--- src/rtl/issue_ctrl_pkg.sv ---
// Shared operation codes, widths and classification helpers
// for the issue stage and its decoder.
package issue_ctrl_pkg;

    localparam int INS_W      = 32;
    localparam int ADDR_W     = 32;
    localparam int DATA_W     = 32;
    localparam int OPE_W      = 6;
    localparam int REG_NUMBER = 32;
    localparam int REG_W      = $clog2(REG_NUMBER);

    typedef enum logic [OPE_W-1:0] {
        EMPTY_INS = 6'd0,
        LUI, AUIPC, JAL, JALR,
        BEQ, BNE, BLT, BGE, BLTU, BGEU,
        LB, LH, LW, LBU, LHU,
        SB, SH, SW,
        ADDI, SLTI, SLTIU, XORI, ORI, ANDI,
        SLLI, SRLI, SRAI,
        ADD, SUB, SLL, SLT, SLTU, XOR, SRL, SRA, OR, AND
    } op_e;

    function automatic logic is_mem(input op_e op);
        return op inside {LB, LH, LW, LBU, LHU, SB, SH, SW};
    endfunction

    function automatic logic writes_rd(input op_e op);
        return !(op inside {EMPTY_INS, BEQ, BNE, BLT, BGE, BLTU, BGEU,
                            SB, SH, SW});
    endfunction

endpackage

--- src/rtl/issue_ctrl_decoder.sv ---
// RV32I base decoder: op type, register indices and immediate.
// Unknown encodings decode to EMPTY_INS.
import issue_ctrl_pkg::*;

module issue_ctrl_decoder (
    input  logic [INS_W-1:0]  ins,
    output op_e               op,
    output logic [REG_W-1:0]  rd,
    output logic [REG_W-1:0]  rs1,
    output logic [REG_W-1:0]  rs2,
    output logic [DATA_W-1:0] imm
);

    logic [6:0]        opc;
    logic [2:0]        f3;
    logic [6:0]        f7;
    logic [DATA_W-1:0] imm_i;
    logic [DATA_W-1:0] imm_s;
    logic [DATA_W-1:0] imm_b;
    logic [DATA_W-1:0] imm_u;
    logic [DATA_W-1:0] imm_j;
    logic [DATA_W-1:0] imm_sh;

    assign opc    = ins[6:0];
    assign f3     = ins[14:12];
    assign f7     = ins[31:25];
    assign imm_i  = {{20{ins[31]}}, ins[31:20]};
    assign imm_s  = {{20{ins[31]}}, ins[31:25], ins[11:7]};
    assign imm_b  = {{19{ins[31]}}, ins[31], ins[7], ins[30:25],
                     ins[11:8], 1'b0};
    assign imm_u  = {ins[31:12], 12'b0};
    assign imm_j  = {{11{ins[31]}}, ins[31], ins[19:12], ins[20],
                     ins[30:21], 1'b0};
    assign imm_sh = {27'b0, ins[24:20]};

    always_comb begin
        op  = EMPTY_INS;
        rd  = '0;
        rs1 = '0;
        rs2 = '0;
        imm = '0;
        unique case (opc)
            7'b0110111: begin
                op = LUI; rd = ins[11:7]; imm = imm_u;
            end
            7'b0010111: begin
                op = AUIPC; rd = ins[11:7]; imm = imm_u;
            end
            7'b1101111: begin
                op = JAL; rd = ins[11:7]; imm = imm_j;
            end
            7'b1100111: begin
                if (f3 == 3'd0) op = JALR;
                rd = ins[11:7]; rs1 = ins[19:15]; imm = imm_i;
            end
            7'b1100011: begin
                rs1 = ins[19:15]; rs2 = ins[24:20]; imm = imm_b;
                case (f3)
                    3'd0:    op = BEQ;
                    3'd1:    op = BNE;
                    3'd4:    op = BLT;
                    3'd5:    op = BGE;
                    3'd6:    op = BLTU;
                    3'd7:    op = BGEU;
                    default: op = EMPTY_INS;
                endcase
            end
            7'b0000011: begin
                rd = ins[11:7]; rs1 = ins[19:15]; imm = imm_i;
                case (f3)
                    3'd0:    op = LB;
                    3'd1:    op = LH;
                    3'd2:    op = LW;
                    3'd4:    op = LBU;
                    3'd5:    op = LHU;
                    default: op = EMPTY_INS;
                endcase
            end
            7'b0100011: begin
                rs1 = ins[19:15]; rs2 = ins[24:20]; imm = imm_s;
                case (f3)
                    3'd0:    op = SB;
                    3'd1:    op = SH;
                    3'd2:    op = SW;
                    default: op = EMPTY_INS;
                endcase
            end
            7'b0010011: begin
                rd = ins[11:7]; rs1 = ins[19:15]; imm = imm_i;
                case (f3)
                    3'd0: op = ADDI;
                    3'd2: op = SLTI;
                    3'd3: op = SLTIU;
                    3'd4: op = XORI;
                    3'd6: op = ORI;
                    3'd7: op = ANDI;
                    3'd1: begin
                        imm = imm_sh;
                        if (f7 == 7'h00) op = SLLI;
                    end
                    default: begin
                        imm = imm_sh;
                        if (f7 == 7'h00) op = SRLI;
                        else if (f7 == 7'h20) op = SRAI;
                    end
                endcase
            end
            7'b0110011: begin
                rd = ins[11:7]; rs1 = ins[19:15]; rs2 = ins[24:20];
                case ({f7, f3})
                    {7'h00, 3'd0}: op = ADD;
                    {7'h20, 3'd0}: op = SUB;
                    {7'h00, 3'd1}: op = SLL;
                    {7'h00, 3'd2}: op = SLT;
                    {7'h00, 3'd3}: op = SLTU;
                    {7'h00, 3'd4}: op = XOR;
                    {7'h00, 3'd5}: op = SRL;
                    {7'h20, 3'd5}: op = SRA;
                    {7'h00, 3'd6}: op = OR;
                    {7'h00, 3'd7}: op = AND;
                    default:       op = EMPTY_INS;
                endcase
            end
            default: op = EMPTY_INS;
        endcase
    end

endmodule

--- src/rtl/issue_ctrl.sv ---
// Issue stage: pops the IQ head, decodes it into a single issue
// register and dispatches to ROB plus RS or LSB.
import issue_ctrl_pkg::*;

module issue_ctrl #(
    parameter int ROB_IDX_W = 4,
    parameter int CNT_W     = 32
) (
    input  logic                 clk_in,
    input  logic                 rst_n_in,
    input  logic                 rdy_in,
    input  logic                 flush_in,
    input  logic                 iq_valid,
    input  logic [INS_W-1:0]     iq_ins,
    input  logic [ADDR_W-1:0]    iq_pc,
    input  logic                 iq_pred_taken,
    output logic                 iq_pop,
    input  logic                 rob_full,
    input  logic [ROB_IDX_W-1:0] rob_tail,
    input  logic                 rs_full,
    input  logic                 lsb_full,
    output logic                 rob_alloc,
    output logic                 rs_alloc,
    output logic                 lsb_alloc,
    output logic [OPE_W-1:0]     dis_type,
    output logic [REG_W-1:0]     dis_rd,
    output logic [REG_W-1:0]     dis_rs1,
    output logic [REG_W-1:0]     dis_rs2,
    output logic                 dis_rd_valid,
    output logic [DATA_W-1:0]    dis_imm,
    output logic [ADDR_W-1:0]    dis_pc,
    output logic                 dis_pred_taken,
    output logic [ROB_IDX_W-1:0] dis_tag,
    output logic                 illegal_out,
    output logic [CNT_W-1:0]     issued_cnt
);

    typedef enum logic {S_EMPTY, S_HELD} state_e;

    state_e            state_q, state_d;
    op_e               type_q, type_d;
    logic [REG_W-1:0]  rd_q, rd_d;
    logic [REG_W-1:0]  rs1_q, rs1_d;
    logic [REG_W-1:0]  rs2_q, rs2_d;
    logic              rdv_q, rdv_d;
    logic [DATA_W-1:0] imm_q, imm_d;
    logic [ADDR_W-1:0] pc_q, pc_d;
    logic              pred_q, pred_d;
    logic              ill_q, ill_d;
    logic [CNT_W-1:0]  cnt_q, cnt_d;

    op_e               dec_op;
    logic [REG_W-1:0]  dec_rd;
    logic [REG_W-1:0]  dec_rs1;
    logic [REG_W-1:0]  dec_rs2;
    logic [DATA_W-1:0] dec_imm;

    logic held, go, mem_q, tgt_ok, fire, pop, dec_ok;

    issue_ctrl_decoder u_dec (
        .ins (iq_ins),
        .op  (dec_op),
        .rd  (dec_rd),
        .rs1 (dec_rs1),
        .rs2 (dec_rs2),
        .imm (dec_imm)
    );

    // go folds in reset so the combinational strobes stay low during it
    assign held   = (state_q == S_HELD);
    assign go     = rst_n_in & rdy_in & ~flush_in;
    assign mem_q  = is_mem(type_q);
    assign tgt_ok = ~rob_full & (mem_q ? ~lsb_full : ~rs_full);
    assign fire   = go & held & tgt_ok;
    assign pop    = go & iq_valid & (~held | tgt_ok);
    assign dec_ok = (dec_op != EMPTY_INS);

    assign iq_pop         = pop;
    assign rob_alloc      = fire;
    assign rs_alloc       = fire & ~mem_q;
    assign lsb_alloc      = fire & mem_q;
    assign dis_tag        = fire ? rob_tail : '0;
    assign dis_type       = type_q;
    assign dis_rd         = rd_q;
    assign dis_rs1        = rs1_q;
    assign dis_rs2        = rs2_q;
    assign dis_rd_valid   = rdv_q;
    assign dis_imm        = imm_q;
    assign dis_pc         = pc_q;
    assign dis_pred_taken = pred_q;
    assign illegal_out    = ill_q;
    assign issued_cnt     = cnt_q;

    always_comb begin
        state_d = state_q;
        type_d  = type_q;
        rd_d    = rd_q;
        rs1_d   = rs1_q;
        rs2_d   = rs2_q;
        rdv_d   = rdv_q;
        imm_d   = imm_q;
        pc_d    = pc_q;
        pred_d  = pred_q;
        cnt_d   = cnt_q + CNT_W'(fire);
        ill_d   = pop & ~dec_ok;
        if (flush_in) begin
            state_d = S_EMPTY;
        end else if (pop && dec_ok) begin
            state_d = S_HELD;
            type_d  = dec_op;
            rd_d    = dec_rd;
            rs1_d   = dec_rs1;
            rs2_d   = dec_rs2;
            rdv_d   = writes_rd(dec_op) & (dec_rd != '0);
            imm_d   = dec_imm;
            pc_d    = iq_pc;
            pred_d  = iq_pred_taken;
        end else if (fire) begin
            state_d = S_EMPTY;
        end
    end

    always_ff @(posedge clk_in or negedge rst_n_in) begin
        if (!rst_n_in) begin
            state_q <= S_EMPTY;
            type_q  <= EMPTY_INS;
            rd_q    <= '0;
            rs1_q   <= '0;
            rs2_q   <= '0;
            rdv_q   <= 1'b0;
            imm_q   <= '0;
            pc_q    <= '0;
            pred_q  <= 1'b0;
            ill_q   <= 1'b0;
            cnt_q   <= '0;
        end else begin
            state_q <= state_d;
            type_q  <= type_d;
            rd_q    <= rd_d;
            rs1_q   <= rs1_d;
            rs2_q   <= rs2_d;
            rdv_q   <= rdv_d;
            imm_q   <= imm_d;
            pc_q    <= pc_d;
            pred_q  <= pred_d;
            ill_q   <= ill_d;
            cnt_q   <= cnt_d;
        end
    end

endmodule
--- config.mk ---
export PLATFORM = sky130hd
export DESIGN_NAME = issue_ctrl
export DESIGN_NICKNAME = d
export VERILOG_FILES = /design/src/rtl/issue_ctrl_pkg.sv /design/src/rtl/issue_ctrl_decoder.sv /design/src/rtl/issue_ctrl.sv
export SDC_FILE = /design/constraint.sdc
export NUM_CORES = 1
export LEC_CHECK = 0
export ABC_AREA = 1
export CAP_MARGIN = 0
export CORE_UTILIZATION = 35
export CTS_BUF_LIST = sky130_fd_sc_hd__clkbuf_16
export DETAILED_ROUTE_END_ITERATION = 12
export HOLD_SLACK_MARGIN = 0.02
export REMOVE_ABC_BUFFERS = 1
export SETUP_SLACK_MARGIN = 0.1
export SLEW_MARGIN = 15
export SYNTH_ARGS = -nofsm -noshare
export SYNTH_HDL_FRONTEND = slang
export SYNTH_SLANG_ARGS = --single-unit
--- constraint.sdc ---
create_clock -name clk_in -period 8.4 [get_ports clk_in]
set_input_delay 1.26 -clock clk_in [delete_from_list [all_inputs] [get_ports clk_in]]
set_output_delay 1.26 -clock clk_in [all_outputs]
set_load 0.05 [all_outputs]
==> flow_metrics.tcl, run 1 <==
set metrics [dict create \
    status "completed" \
    hold_start "dis_rd_valid" \
    grt_pass1_wl_mm 30.1 \
    r2r.worst_path.cells 22 \
    dieHeight_um 137 \
    root_buffer "clkbuf_16" \
    synth-adder-area-share_pct 0.395 \
    cp_slowest_stage_delay_ns 0.81 \
    hpwl_mm 13.2 \
    routed_wl_mm 18.6 \
    hold_path_class "reg2reg" \
    fin_util_pct 51.9 \
    dr.pass1.iters 5 \
    numCtsBuffers 17 \
    grt_max_degree 89 \
    hold_viol_final 0 \
    slew_headroom_pct 26.1 \
    finalSetupTns_ns 0 \
    period_needed_ns 4.58 \
    synthSimpleGateAreaFrac_pct 35.6 \
    cp-end-kind "primary output" \
    syn_inst 849 \
    reg2reg_from "dis_type[1]" \
    hold_depth 2 \
    viasPerCell 4.72 \
    setup_viol 0 \
    multi_input_area_mm2 0.00280 \
    rsz0062_at_grt "false" \
    fp-row-count 48 \
    syn_to_final_growth_pct 43.1 \
    antenna_left 0 \
    cpMaxStageDelayCell "clkdlybuf4s50_1" \
    syn_area_mm2 0.00634 \
    synth_top_family_by_area "simple AND/OR/NAND/NOR gates" \
    crit_path_start "rst_n_in" \
    fmax_ghz 0.218 \
    grt_usage_pct 20.9 \
    async_flop_share_pct 100 \
    ir_drop_v 0.000143 \
    synth-xor-area-share_pct 3.87 \
    htreeDepth 4 \
    antennaDiodeCount 0 \
    tritoncts "yes" \
    numClockSinks 121 \
    synth.area.mux_share_pct 0 \
    worstPathRequired_ns 7.14 \
    antenna_found_initial 0 \
    seq_area_frac_synth_pct 47.8 \
    crit_path_start_kind "input pin" \
    numPortBuffers 204 \
    drc 0 \
    dp_slack_ns 3.75 \
    layout-drive-gt1-share_pct 4.08 \
    p_leak_nw 4.68 \
    drv_slew 0 \
    clock_latency_ns 0.41 \
    grt.overflow.total 0 \
    synth-seq-cells 121 \
    drtIter0Drc 324 \
    regToRegSetupSlack_ns 5.01 \
    fillers 1711 \
    fin_nets 1121 \
    drv_cap 0 \
    fin_crit_sh_pct 54.5 \
    syn_avg_cell_area_um2 7.47 \
    yosys_warnings 0 \
    cp_cell_sequence "buf_4 -> nand3_1 -> inv_1 -> nand3_1 -> inv_2 -> clkdlybuf4s50_1" \
    die-area_mm2 0.0187 \
    skew_ns 0.00642 \
    synth-edff-count 0 \
    post_cts_buffers 0 \
    die_x_um 137 \
    setup_slack_ns 3.82 \
    worst_pin_slew_ns 1.10 \
    crit_type "in2out" \
    synth_top_flop_cell "dfrtp_1" \
    wl_per_cell_um 14.6 \
    core-area_mm2 0.0175 \
    path_clk_slew_ns 0.05 \
    vias 6035 \
    crit_fanout 59 \
    regToRegEndpoint "issued_cnt[27]" \
    hold_buffers 0 \
    p_per_area_mw_per_mm2 176 \
    ios 205 \
    register_area_mm2 0.00303 \
    arrival_ns 3.32 \
    hold_path_end "dis_rd_valid" \
    cts_max_path_buffers 2 \
    yosysUniqueCellTypes 34 \
    p_total_mw 1.60 \
    synth_compound_area_share_pct 4.07 \
    start_util_pct 36.3 \
    gp_congestion 0.903 \
    ctsResizeCount 0 \
    first_global_vias 5837 \
    crit_top_cell "nand3_1" \
]
==> state kept, by name, indices dropped and copies added, names as in the netlist <==
signal,cells
dis_imm,32
dis_pc,32
dis_pred_taken,1
dis_rd,5
dis_rd_valid,1
dis_rs1,5
dis_rs2,5
dis_type,6
held,1
illegal_out,1
issued_cnt,32
==> final cells by class <==
class                      instances  share of cell area (%)
sequential                       121                    33.4
timing repair buffer             207                    22.7
tap                              225                    3.10
clock buffer                      17                    4.69
inverter                          89                    3.68
clock inverter                    13                    1.56
multi-input combinational        606                    30.8
==> placed cells by master (no fill, tap or decap), types with 2 or more instances in the layout <==
cell               n
bufinv_16          3
nor2_1            82
o21ai_0           16
xor2_1            22
dfrtp_1          121
o21ai_1            3
inv_1             87
clkbuf_16         17
nor4_1             4
clkdlybuf4s50_1  203
nand4_1            4
nor2_2             3
a21oi_1            4
nand2_1          291
xnor2_1            6
o211ai_1          11
clkinv_1           2
ha_1               2
o22ai_1            3
buf_4              4
clkinvlp_4         2
nand3b_1           5
nand3_1          124
inv_2              6
nor3_1            15
==> per-stage QoR <==
step                hold WS, ns  area (um^2)  std cells
floorplan                 0.516         6150        816
global placement          0.452         8500       1248
detailed placement        0.457         8500       1248
CTS                       0.470         9070       1278
global route              0.484         9070       1278
finish                    0.466         9070       1278
==> cell usage after synthesis, types with 2 or more instances <==
master      n  area share [%]
nand2_1   291              17
nand4_1     4            0.39
o21ai_1     3            0.24
o22ai_1     3            0.30
buf_4       8            0.95
a21oi_1     4            0.32
nor3_1     15             1.2
xor2_1     22             3.0
nor2_1     82             4.9
nand3b_1    5            0.59
xnor2_1     6            0.83
ha_1        2            0.39
o21ai_0    16             1.3
buf_6       3            0.53
inv_2       5            0.30
clkbuf_1    9            0.53
o211ai_1   11             1.3
inv_1      83             4.9
nor4_1      4            0.39
buf_2      13             1.0
nand3_1   125             9.9
dfrtp_1   121              48
nor2_2      3            0.30
==> report_power, final <==
| group | leakage (nW) | switching [mW] | internal (mW) |
|---|---|---|---|
| Combinational | 2.75 | 0.170 | 0.0923 |
| Clock | 0.285 | 0.255 | 0.455 |
| Sequential | 1.64 | 0.0139 | 0.609 |
==> per-layer routing <==
layer / share of wire [%] / global-route usage (%) / vias to the layer above
met4: 1.9 / 7.22 / 0
li1: - / - / 3070
met2: 48 / 34.8 / 168
met5: 0 / 0 / -
met1: 44 / 26.5 / 2777
met3: 6.1 / 4.74 / 20
==> cells by family after synthesis <==
group | Yosys count
XOR/XNOR | 28
AO/OA/AOI/OAI | 41
AND/OR/NAND/NOR | 535
buffers and inverters | 122
adder cells (fa/ha/maj) | 2
flip-flops | 121
==> critical path: cells and delay by family <==
kind | cells | cell delay [ns]
simple gates | 2 | 0.40
buf+inv | 4 | 1.60
==> worst max-delay path by stage <==
stage / endpoint / slack [ns] / depth (start not counted)
2_1_floorplan: iq_pop / 4.14 / 5
3_3_place_gp: iq_pop / 3.77 / 6
3_5_place_dp: iq_pop / 3.75 / 6
4_1_cts: iq_pop / 3.76 / 6
5_1_grt: iq_pop / 3.58 / 6
6_report: iq_pop / 3.82 / 6
No activity file was read; power rests on OpenSTA's default activity.
==> run 2, diff against run 1 <==
--- a/config.mk
+++ b/config.mk
@@ -11,6 +11,7 @@
 export CTS_BUF_LIST = sky130_fd_sc_hd__clkbuf_16
 export DETAILED_ROUTE_END_ITERATION = 12
 export HOLD_SLACK_MARGIN = 0.02
+export PLACE_DENSITY = 0.66
 export REMOVE_ABC_BUFFERS = 1
 export SETUP_SLACK_MARGIN = 0.1
 export SLEW_MARGIN = 15
==> constraint.sdc (replaced) <==
create_clock -name clk_in -period 4.09 [get_ports clk_in]
set_input_delay 0.6135 -clock clk_in [delete_from_list [all_inputs] [get_ports clk_in]]
set_output_delay 0.6135 -clock clk_in [all_outputs]
set_load 0.05 [all_outputs]
==> run 2 against run 1 <==
Die area unchanged. Sequential cell count unchanged. Register-to-register slack worse by 4.2 ns. Largest power group unchanged. Worst setup slack worse by 3.1 ns. Critical path type is now reg2reg. Global-route usage down 0.24 points. First-iteration DRC count up 6.8%.
==> flow_metrics.tcl, run 2 (synthesis gave the netlist of run 1 again) <==
set metrics [dict create \
    final_cell_mix "nand2_1, clkdlybuf4s50_1, nand3_1" \
    vias 6099 \
    ios 205 \
    final_area_mm2 0.00915 \
    antenna_left 0 \
    drtIter0Drc 346 \
    cp-end-kind "flop" \
    hold_path_class "in2async" \
    dp_slack_ns 0.588 \
    p_per_area_mw_per_mm2 359 \
    reg2reg_from "dis_type[0]" \
    hold_buffers 0 \
    wl_per_cell_um 14.4 \
    fin_nets 1124 \
    tritoncts "yes" \
    antenna_found_initial 0 \
    die_x_um 137 \
    r2r.worst_path.cells 23 \
    placed_cells 1251 \
    layout-drive-gt1-share_pct 5.01 \
    crit_path_start_kind "flop" \
    crit_fanout 8 \
    drc 0 \
    fp-row-count 48 \
    numCtsBuffers 17 \
    numPortBuffers 204 \
    path_clk_slew_ns 0.06 \
    fin_crit_sh_pct 81.3 \
    gp_congestion 0.923 \
    fmax_ghz 0.301 \
    first_global_vias 5937 \
    p_total_mw 3.28 \
    setup_slack_ns 0.764 \
    status "completed" \
    start_util_pct 36.3 \
    rsz0062_at_grt "false" \
    finalSetupTns_ns 0 \
    antennaDiodeCount 0 \
    clock_latency_ns 0.42 \
    dr.pass1.iters 4 \
    fin_cells 1283 \
    htreeDepth 4 \
    grt_max_degree 89 \
    grt_usage_pct 20.6 \
    grt.overflow.total 0 \
    drv_slew 0 \
    worst_pin_slew_ns 1.05 \
    root_buffer "clkbuf_16" \
    ctsResizeCount 0 \
    crit_type "reg2reg" \
    hold_viol_final 0 \
    cts_max_path_buffers 2 \
    skew_ns 0.0177 \
    fillers 1695 \
    viasPerCell 4.75 \
    placed_area_mm2 0.00857 \
    arrival_ns 3.62 \
    crit_path_start "dis_type[0]" \
    hpwl_mm 13.2 \
    worstPathRequired_ns 4.39 \
    ir_drop_v 0.000281 \
    grt_pass1_wl_mm 29.9 \
    numClockSinks 121 \
    drv_cap 0 \
    die-area_mm2 0.0187 \
    regToRegEndpoint "issued_cnt[26]" \
    p_leak_nw 4.72 \
    slew_headroom_pct 29.4 \
    syn_to_final_growth_pct 44.4 \
    core-area_mm2 0.0175 \
    post_cts_buffers 0 \
    mostFrequentLayoutCell "nand2_1" \
    dieHeight_um 137 \
    regToRegSetupSlack_ns 0.76 \
    routed_wl_mm 18.4 \
    setup_viol 0 \
    period_needed_ns 3.33 \
]
==> run 2: cell count changes in the layout (fill, tap and decap cells not counted) <==
cell / change
inv_1: -2
clkinvlp_4: -1
inv_6: +2
clkinv_2: +1
clkdlybuf4s50_1: -1
clkinv_1: -2
buf_12: +4
clkinv_4: +5
bufinv_16: -1
==> run 2: worst max-delay path by stage <==
stage                           to  cells after the start  slack (ns)
CTS                 issued_cnt[26]                     23        0.75
detailed placement  issued_cnt[27]                     17        0.59
global placement    issued_cnt[26]                     17        0.64
finish              issued_cnt[26]                     23        0.76
floorplan               dis_imm[0]                     13        0.56
global route        issued_cnt[27]                     22        0.30
==> run 2: cell type report <==
class                   instances  area [um^2]  area share (%)
flip-flops and latches        121         3030            33.1
well taps                     225          282            3.08
clock inverters                15          155            1.70
clock buffers                  17          425            4.65
repair buffers                210         2130            23.3
inverters                      89          334            3.65
multi-input cells             606         2800            30.6
==> run 2: metal layers <==
metal  vias up  share of wire, %  routed length, um  global-route usage (%)
met3        22               5.5               1010                    4.67
met2       161                49               9070                    34.6
li1       3081                 -                  -                       -
met5         -                 0                  0                       0
met1      2835                43               8010                    26.1
met4         0               1.9                348                    7.04
==> run 2: where the power goes <==
group / internal [mW] / total (mW) / switching, mW / leakage (nW)
logic: 0.195 / 0.543 / 0.349 / 2.79
registers: 1.25 / 1.28 / 0.0276 / 1.64
clock network: 0.898 / 1.46 / 0.562 / 0.290
==> run 2: worst max-delay path, cell delays in order (launching register included) <==
cell	delay (ns)
dfrtp_1	0.39
nand2_1	0.10
nand2_1	0.05
nand3_1	0.06
nand2_1	0.05
nand2_1	0.12
inv_1	0.07
nand2_1	0.06
nand3b_1	0.09
nor2_1	0.11
nand2_1	0.18
inv_1	0.13
ha_1	0.17
ha_1	0.20
nor3b_1	0.47
nand3_1	0.14
nor2_1	0.19
nand3b_1	0.09
nor2_1	0.17
nand2_1	0.08
nor2_1	0.12
nand3_1	0.08
nand2_1	0.06
nand2_1	0.04
==> run 2: through the flow <==
stage / hold slack (ns) / utilization [%]
floorplan: 0.318 / -
global placement: 0.452 / 49.0
detailed placement: 0.458 / 49.0
CTS: 0.448 / 52.4
finish: 0.419 / 52.4
global route: 0.487 / 52.4
